--- config.mk ---
export PLATFORM = sky130hd
export DESIGN_NAME = uart_tx
export DESIGN_NICKNAME = d
export VERILOG_FILES = /design/src/rtl/uart_pkg.sv /design/src/rtl/uart_tx.sv
export SDC_FILE = /design/constraint.sdc
export NUM_CORES = 1
export LEC_CHECK = 0
export CAP_MARGIN = 20
export CORE_MARGIN = 2
export CORE_UTILIZATION = 50
export CTS_CLUSTER_DIAMETER = 100
export DETAILED_ROUTE_END_ITERATION = 6
export PLACE_DENSITY = 0.74
export RECOVER_POWER = 50
export SETUP_SLACK_MARGIN = 0.5
export SYNTH_ARGS = -nofsm -noshare
export SYNTH_HDL_FRONTEND = slang
export SYNTH_SLANG_ARGS = --single-unit
--- constraint.sdc ---
create_clock -name clk -period 4.2 [get_ports clk]
set_clock_uncertainty 0.05 [all_clocks]
set_input_delay 0.42 -clock clk [delete_from_list [all_inputs] [get_ports clk]]
set_output_delay 0.42 -clock clk [all_outputs]
set_load 0.02 [all_outputs]
--- src/rtl/uart_pkg.sv ---
// Shared definitions for the UART datapath: transmitter state encoding,
// oversampling ratio and tick-counter width.
`timescale 1ns/1ps
package uart_pkg;

  localparam int OVERSAMPLE = 16;
  localparam int TICK_CNT_W = 5;

  typedef enum logic [2:0] {
    IDLE   = 3'd0,
    START  = 3'd1,
    DATA   = 3'd2,
    PARITY = 3'd3,
    STOP   = 3'd4
  } uart_tx_state_t;

  // True on the final tick of a period that is len ticks long.
  function automatic logic last_tick(input logic [TICK_CNT_W-1:0] cnt,
                                     input int unsigned len);
    return cnt == TICK_CNT_W'(len - 1);
  endfunction

endpackage

--- src/rtl/uart_tx.sv ---
// UART transmitter: start bit, DBIT data bits LSB first, optional even parity
// (enabled by defining UART_TX_PARITY_EN), SB_TICK-tick stop bit.
`timescale 1ns/1ps
module uart_tx
  import uart_pkg::*;
#(
  parameter int DBIT    = 8,
  parameter int SB_TICK = 16
) (
  input  logic            clk,
  input  logic            rstn,
  input  logic            tx_start,
  input  logic            s_tick,
  input  logic [DBIT-1:0] din,
  output logic            tx,
  output logic            busy,
  output logic            tx_done_tick
);

  localparam int NBIT_W = 3;

  uart_tx_state_t        state_q, state_d;
  logic [TICK_CNT_W-1:0] s_q, s_d;
  logic [NBIT_W-1:0]     n_q, n_d;
  logic [DBIT-1:0]       b_q, b_d;
  logic                  tx_q, tx_d;
  logic                  done_q, done_d;
`ifdef UART_TX_PARITY_EN
  logic                  par_q, par_d;
`endif

  always_ff @(posedge clk or negedge rstn) begin
    if (!rstn) begin
      state_q <= IDLE;
      s_q     <= '0;
      n_q     <= '0;
      tx_q    <= 1'b1;
      done_q  <= 1'b0;
    end else begin
      state_q <= state_d;
      s_q     <= s_d;
      n_q     <= n_d;
      tx_q    <= tx_d;
      done_q  <= done_d;
    end
  end

  // Frame payload is only meaningful while busy, so it carries no reset.
  always_ff @(posedge clk) begin
    b_q   <= b_d;
`ifdef UART_TX_PARITY_EN
    par_q <= par_d;
`endif
  end

  always_comb begin
    state_d = state_q;
    s_d     = s_q;
    n_d     = n_q;
    b_d     = b_q;
`ifdef UART_TX_PARITY_EN
    par_d   = par_q;
`endif
    unique case (state_q)
      IDLE: begin
        if (tx_start) begin
          b_d     = din;
          s_d     = '0;
          state_d = START;
`ifdef UART_TX_PARITY_EN
          par_d   = ^din;
`endif
        end
      end
      START: begin
        if (s_tick) begin
          if (last_tick(s_q, OVERSAMPLE)) begin
            s_d     = '0;
            n_d     = '0;
            state_d = DATA;
          end else begin
            s_d = s_q + 1'b1;
          end
        end
      end
      DATA: begin
        if (s_tick) begin
          if (last_tick(s_q, OVERSAMPLE)) begin
            s_d = '0;
            b_d = b_q >> 1;
            if (n_q == NBIT_W'(DBIT - 1)) begin
`ifdef UART_TX_PARITY_EN
              state_d = PARITY;
`else
              state_d = STOP;
`endif
            end else begin
              n_d = n_q + 1'b1;
            end
          end else begin
            s_d = s_q + 1'b1;
          end
        end
      end
`ifdef UART_TX_PARITY_EN
      PARITY: begin
        if (s_tick) begin
          if (last_tick(s_q, OVERSAMPLE)) begin
            s_d     = '0;
            state_d = STOP;
          end else begin
            s_d = s_q + 1'b1;
          end
        end
      end
`endif
      STOP: begin
        if (s_tick) begin
          if (last_tick(s_q, SB_TICK)) begin
            s_d     = '0;
            state_d = IDLE;
          end else begin
            s_d = s_q + 1'b1;
          end
        end
      end
      default: state_d = IDLE;
    endcase
  end

  // Line level is decoded from the next state so tx moves on the same edge
  // as the state change, including the fall on accept.
  always_comb begin
    tx_d   = 1'b1;
    done_d = (state_q == STOP) && s_tick && last_tick(s_q, SB_TICK);
    case (state_d)
      START:   tx_d = 1'b0;
      DATA:    tx_d = b_d[0];
`ifdef UART_TX_PARITY_EN
      PARITY:  tx_d = par_d;
`endif
      default: tx_d = 1'b1;
    endcase
  end

  assign tx           = tx_q;
  assign busy         = (state_q != IDLE);
  assign tx_done_tick = done_q;

endmodule

==> results.toml, run 1 <==
[global_routing]
top_usage_layer = "met2"
first_global_vias = 729
groute.layer.met2.usage_pct = 25.76
grt_util_met3_pct = 3.509
antenna_found_initial = 0
grt_first_pass_wirelength_um = 3201
grt_usage_pct = 16.67
grt_use_met1_pct = 22.22
grt_start_max_net_pins = 14
grt-ovfl-total = 0

[drt]
vias = 770
antenna_violation_net_count_after_detailed_routing = 0
wl_per_cell_um = 13.80
first_pass_iters = 4
drt-initial-drc-count = 12
drt_wl_total_um = 1932
detail_route.drc_violations = 0
post_drt_via_cell_ratio = 5.500

[finish]
finish.net_count = 128
area_growth_pct = 13.16
final.fill_count = 183
num_antenna_cells = 0
drive_above_1_share_pct = 8.929

[yosys]
yosys_warnings = 0
synth_xor_xnor_area_share_pct = 0.7874
post_synth_mux_area_share_pct = 5.624
async_reset_ff_share_pct = 61.90
yosys_register_bits = 21
synth.lib_cells_used.distinct = 42
syn-cell-area_sq_um = 1112
postSynthNetCount = 113
post_syn_area_per_cell_sq_um = 11.35
post_synth_edffs = 7
synthesis.instances = 98
synth_compound_gate_area_share_pct = 16.76
synth_simple_gate_area_share_pct = 17.32
combinational_family_with_the_most_area_after_synthesis = "simple AND/OR/NAND/NOR gates"
arithmetic_cell_share_of_the_synthesized_area_counting_full_adders_half_adders_and_majority_gates_pct = 3.375
synth_seq_area_share_pct = 50.06
dominantRegCellSynth = "sky130_fd_sc_hd__dfrtp_1"

[setup_path]
max_fo_critical_path = 7
setup.worst_path.end_class = "flip-flop"
timing.critical_path.arrival_ns = 2.24
worstSetupStartpointType = "flip-flop"
critical_path_class = "flip-flop to flip-flop"
worst-endpoint-required_ns = 4.08

[pwr]
clock_power_share_pct = 18.8
switching_power_w = 0.0001601
power.share.switching_pct = 31.03
internal_power_w = 0.0003559
power_frac_comb_pct = 26.1
power.density_nw_per_um2 = 409.9
power_leakage_nw = 0.5316
power.share.sequential_pct = 55.1
total_power_w = 0.0005160
vdd_drop_max_mv = 0.3128

[clock_tree]
hold_fix_buffer_count_after_cts = 0
cts.reportedPaths.clkPinSlew_ns = 0.12
clk_root_buffer_cell = "sky130_fd_sc_hd__clkbuf_4"
post_cts.resized_instances = 0
cts_made_buffers = 3
clock_path_buffers = 2
tritoncts = "yes"
cts.repair_timing.setup_buffer_count = 0
h_tree_level_count = 1
insertion_delay_ns = 0.30
clock_sinks = 21

[sta]
rsz0062_at_grt = "no"
final_hold_violation_count = 0
final-setup-viol-count = 0
timing_worst_slew_pin_value_ns = 0.9489
relSlewSlack_pct = 36.25
timing.final.crit_share_pct = 56.04
final-max-slew-violation-count = 0
fin_crit_ns = 2.354
fmaxAchievable_mhz = 424.8
finalSetupTns_ns = 0

[die]
start_util_pct = 51.78
core-area_sq_um = 2148
io_pins = 15
chipWidth_um = 51.17
dieArea_sq_um = 2618
floorplan.rows = 17
die_height_um = 51.17

[placed_design]
gp_congestion = 0.7660
hpwl_um = 1452
portBuffers = 14

[run]
maxCapViolCount = 0

[status]
outcome = "finished, final reports clean"

[min_path]
worst_hold_path_type = "flip-flop to flip-flop"
placed cells by master, fill, tap and decap left out, types with 2 or more instances in the layout:
cell,count
sky130_fd_sc_hd__clkdlybuf4s50_1,12
sky130_fd_sc_hd__dfrtp_1,12
sky130_fd_sc_hd__inv_1,8
sky130_fd_sc_hd__edfxtp_1,7
sky130_fd_sc_hd__nand2_1,6
sky130_fd_sc_hd__nor2_1,6
sky130_fd_sc_hd__a22o_1,6
sky130_fd_sc_hd__nand3_1,4
sky130_fd_sc_hd__mux2i_1,4
sky130_fd_sc_hd__ha_1,3
sky130_fd_sc_hd__clkbuf_4,3
sky130_fd_sc_hd__a21oi_1,2
sky130_fd_sc_hd__nor4bb_1,2
sky130_fd_sc_hd__and2_1,2
sky130_fd_sc_hd__nor3_1,2
sky130_fd_sc_hd__mux2_2,2
sky130_fd_sc_hd__a21boi_1,2
sky130_fd_sc_hd__o21ai_1,2
sky130_fd_sc_hd__dlygate4sd3_1,2
logic make-up after synthesis:
logic type | Yosys count
AND/OR/NAND/NOR | 32
AO/OA/AOI/OAI | 23
flip-flops | 21
buffers and inverters | 12
multiplexers | 6
adder cells (fa/ha/maj) | 3
XOR/XNOR | 1
state kept, by name, indices dropped and copies added (netlist names):
register and cells:
b_q 8, s_q 5, n_q 3, state_q 3, tx 1, tx_done_tick 1
Yosys cell counts (2+ instances only):
cell type / number / share of area [%]
sky130_fd_sc_hd__o21ai_1: 2 / 0.90
sky130_fd_sc_hd__inv_1: 8 / 2.7
sky130_fd_sc_hd__a22o_1: 6 / 4.7
sky130_fd_sc_hd__dfrtp_1: 12 / 27
sky130_fd_sc_hd__nand3_1: 4 / 1.8
sky130_fd_sc_hd__buf_4: 2 / 1.3
sky130_fd_sc_hd__and2_1: 3 / 1.7
sky130_fd_sc_hd__nor2_1: 5 / 1.7
sky130_fd_sc_hd__mux2i_1: 4 / 3.6
sky130_fd_sc_hd__ha_1: 3 / 3.4
sky130_fd_sc_hd__mux2_2: 2 / 2.0
sky130_fd_sc_hd__nand2_1: 6 / 2.0
sky130_fd_sc_hd__nor4bb_1: 2 / 1.8
sky130_fd_sc_hd__buf_6: 2 / 2.0
sky130_fd_sc_hd__a21boi_1: 2 / 1.3
sky130_fd_sc_hd__nor3_1: 2 / 0.90
sky130_fd_sc_hd__a21oi_1: 2 / 0.90
sky130_fd_sc_hd__edfxtp_1: 7 / 19
metrics by stage:
stage	util, %	cells	setup slack (ns)	instance area, sq um	hold WS (ns)
2_1_floorplan	-	98	2.157	1112	0.07441
3_3_place_gp	58.18	136	1.809	1250	0.4406
3_5_place_dp	58.18	136	1.705	1250	0.4467
4_1_cts	59.46	140	1.862	1277	0.4494
5_1_grt	58.59	140	1.718	1259	0.5067
6_report	58.59	140	1.846	1259	0.4753
power groups by stage:
| stage | combinational (W) | clock (W) | sequential, W |
|---|---|---|---|
| finish | 0.000135 | 0.0000968 | 0.000284 |
| global route | 0.000151 | 0.000107 | 0.000290 |
| CTS | 0.000141 | 0.0000995 | 0.000285 |
| detailed placement | 0.000141 | 0 | 0.000289 |
| global placement | 0.000133 | 0 | 0.000287 |
| floorplan | 0.000107 | 0 | 0.000279 |
worst max-delay path, cell delays in order, from the launching register on:
cell and delay (ns):
sky130_fd_sc_hd__dfrtp_1 0.41, sky130_fd_sc_hd__ha_1 0.21, sky130_fd_sc_hd__and4b_4 0.27, sky130_fd_sc_hd__and2_0 0.22
sky130_fd_sc_hd__mux2i_1 0.10, sky130_fd_sc_hd__nor3_1 0.74
layout make-up:
type,count,area [sq um],share of cell area [%]
timing repair buffer,14,140.1,11.13
clock buffer,3,22.52,1.789
tap,28,35.03,2.783
multi-input combinational,65,469.2,37.28
clock inverter,1,5.005,0.3976
inverter,8,30.03,2.386
sequential,21,556.8,44.23
layer usage:
metal,part of all wire (%),up-vias
li1,-,387
met1,50,367
met2,46,14
met3,3.5,2
met4,0.83,0
met5,0,-
worst paths after layout:
path	slack (ns)	depth (start not counted)	startpoint	endpoint
setup / recovery	1.85	5	s_q[0]	b_q[6]
hold / removal	0.48	2	b_q[1]	b_q[0]
setup reg to reg	1.85	5	s_q[0]	b_q[6]
hold reg to reg	0.48	2	b_q[1]	b_q[0]
max in group asynchronous	3.21	1	rstn	s_q[4]
min in group asynchronous	0.50	1	rstn	tx_done_tick
(Power assumes the default switching activity.)
==> run 2: changes to the inputs <==
==> constraint.sdc (replaced) <==
create_clock -name clk -period 2.4 [get_ports clk]
set_clock_uncertainty 0.05 [all_clocks]
set_input_delay 0.24 -clock clk [delete_from_list [all_inputs] [get_ports clk]]
set_output_delay 0.24 -clock clk [all_outputs]
set_load 0.02 [all_outputs]
==> results.toml, run 2 (synthesis gave the netlist of run 1 again) <==
[status]
outcome = "finished, final reports clean"

[sta]
final-setup-viol-count = 0
fmaxAchievable_mhz = 514.2
finalSetupTns_ns = 0
whs_ns = 0.3053
fin_crit_ns = 1.945
relSlewSlack_pct = 59.78
timing.final.crit_share_pct = 81.03
final_hold_violation_count = 0
final-max-slew-violation-count = 0
timing_worst_slew_pin_value_ns = 0.6014
rsz0062_at_grt = "no"

[finish]
reg.largest.list = "b_q: 8 flops, s_q: 5 flops"
layout.cells.non_filler = 145
area_growth_pct = 20.25
most_flop_heavy_register = "b_q"
num_antenna_cells = 0
largest_register_ff_count = 8
drive_above_1_share_pct = 17.09
layout_commonest_cell = "sky130_fd_sc_hd__clkdlybuf4s50_1"
seqCellArea_sq_um = 559.3
final.fill_count = 174
most_frequent_cells_in_the_layout = "sky130_fd_sc_hd__clkdlybuf4s50_1, sky130_fd_sc_hd__dfrtp_1, sky130_fd_sc_hd__inv_1"
multi_input_comb_area_sq_um = 494.2
finish.net_count = 133

[clock_tree]
h_tree_level_count = 1
cts.reportedPaths.clkPinSlew_ns = 0.12
clock_sinks = 21
tritoncts = "yes"
insertion_delay_ns = 0.31
clock_path_buffers = 2
cts_made_buffers = 3
clk_root_buffer_cell = "sky130_fd_sc_hd__clkbuf_4"
hold_fix_buffer_count_after_cts = 0

[die]
chipWidth_um = 51.17
dieArea_sq_um = 2618
core-area_sq_um = 2148
floorplan.rows = 17
die_height_um = 51.17
io_pins = 15
start_util_pct = 51.78

[global_routing]
grt_first_pass_wirelength_um = 3318
first_global_vias = 770
grt-ovfl-total = 0
grt_usage_pct = 17.33
grt_start_max_net_pins = 14
antenna_found_initial = 0

[drt]
met2_length_um = 903
vias = 811
wl_per_cell_um = 13.67
detail_route.drc_violations = 0
drt_wl_total_um = 1982
antenna_violation_net_count_after_detailed_routing = 0
drt-met1-wl_um = 985
drt-initial-drc-count = 14
dr.max_layer_used = "met4"
met3_length_um = 52
post_drt_via_cell_ratio = 5.593
first_pass_iters = 4

[setup_path]
max_fo_critical_path = 7
worst-endpoint-required_ns = 2.40
timing.critical_path.arrival_ns = 1.95
critical_path_class = "flip-flop to flip-flop"
setup.worst_path.end_class = "flip-flop"
worstSetupStartpointType = "flip-flop"

[placed_design]
portBuffers = 14
hpwl_um = 1393
gp_congestion = 0.7519
placedCellCount = 136

[pwr]
power.density_nw_per_um2 = 692.6
clock_power_share_pct = 19.2
power_leakage_nw = 0.5544
vdd_drop_max_mv = 0.4774
internal_power_w = 0.0006324
power_frac_comb_pct = 27.2
power.share.switching_pct = 31.74
switching_power_w = 0.0002940
power.share.sequential_pct = 53.6

[run]
maxCapViolCount = 0

[min_path]
worst_hold_path_type = "primary input to async pin"
run 2: power groups by stage:
| stage | logic, W | clock network, W | registers, W |
|---|---|---|---|
| 6_report | 0.000252 | 0.000178 | 0.000496 |
| 5_1_grt | 0.000286 | 0.000195 | 0.000507 |
| 4_1_cts | 0.000253 | 0.000181 | 0.000499 |
| 3_5_place_dp | 0.000244 | 0 | 0.000505 |
| 3_3_place_gp | 0.000233 | 0 | 0.000503 |
| 2_1_floorplan | 0.000189 | 0 | 0.000488 |
run 2: what timing repair did:
item / CTS / global route
pin swaps: 1 / 1
setup buffers: 1 / 4
resized for setup: 6 / 0
endpoints found under the setup margin: 8 / 8
run 2: final timing paths:
check	slack [ns]	from	cells after the start	endpoint
worst min-delay path	0.31	rstn	1	state_q[0]
worst max register to register	0.46	s_q[0]	6	b_q[2]
max in group asynchronous	1.58	rstn	1	state_q[2]
worst max-delay path	0.46	s_q[0]	6	b_q[2]
worst min register to register	0.46	b_q[1]	2	b_q[0]
min in group clk	0.46	b_q[1]	2	b_q[0]
run 2: per-layer routing:
metal | track usage (%) | up-vias
li1 | - | 403
met1 | 22.29 | 390
met4 | 6.757 | 0
met3 | 3.509 | 5
met2 | 28.57 | 13
met5 | 0 | -
run 2: critical path: stages (launching register included):
cell and delay [ns]:
sky130_fd_sc_hd__dfrtp_1 0.40, sky130_fd_sc_hd__ha_1 0.20, sky130_fd_sc_hd__and4b_4 0.27, sky130_fd_sc_hd__and2_0 0.27
sky130_fd_sc_hd__mux2i_1 0.17, sky130_fd_sc_hd__nor3_4 0.18, sky130_fd_sc_hd__buf_12 0.14
run 2: metrics by stage:
| step | area (sq um) | power [W] | utilization, % | setup slack (ns) |
|---|---|---|---|---|
| after floorplan | 1117 | 0.0006769 | - | 0.5735 |
| after global routing | 1338 | 0.0009882 | 62.26 | 0.3509 |
| after detailed placement | 1255 | 0.0007496 | 58.42 | 0.3454 |
| final | 1338 | 0.0009263 | 62.26 | 0.4552 |
| after CTS | 1316 | 0.0009332 | 61.27 | 0.5194 |
| after global placement | 1255 | 0.0007358 | 58.42 | 0.4222 |
run 2: cell type report:
type / count / share of cell area (%)
timing repair buffer: 19 / 14.13
clock inverter: 1 / 0.5613
tap: 28 / 2.619
inverter: 8 / 2.245
clock buffer: 3 / 1.684
sequential: 21 / 41.81
multi-input combinational: 65 / 36.95
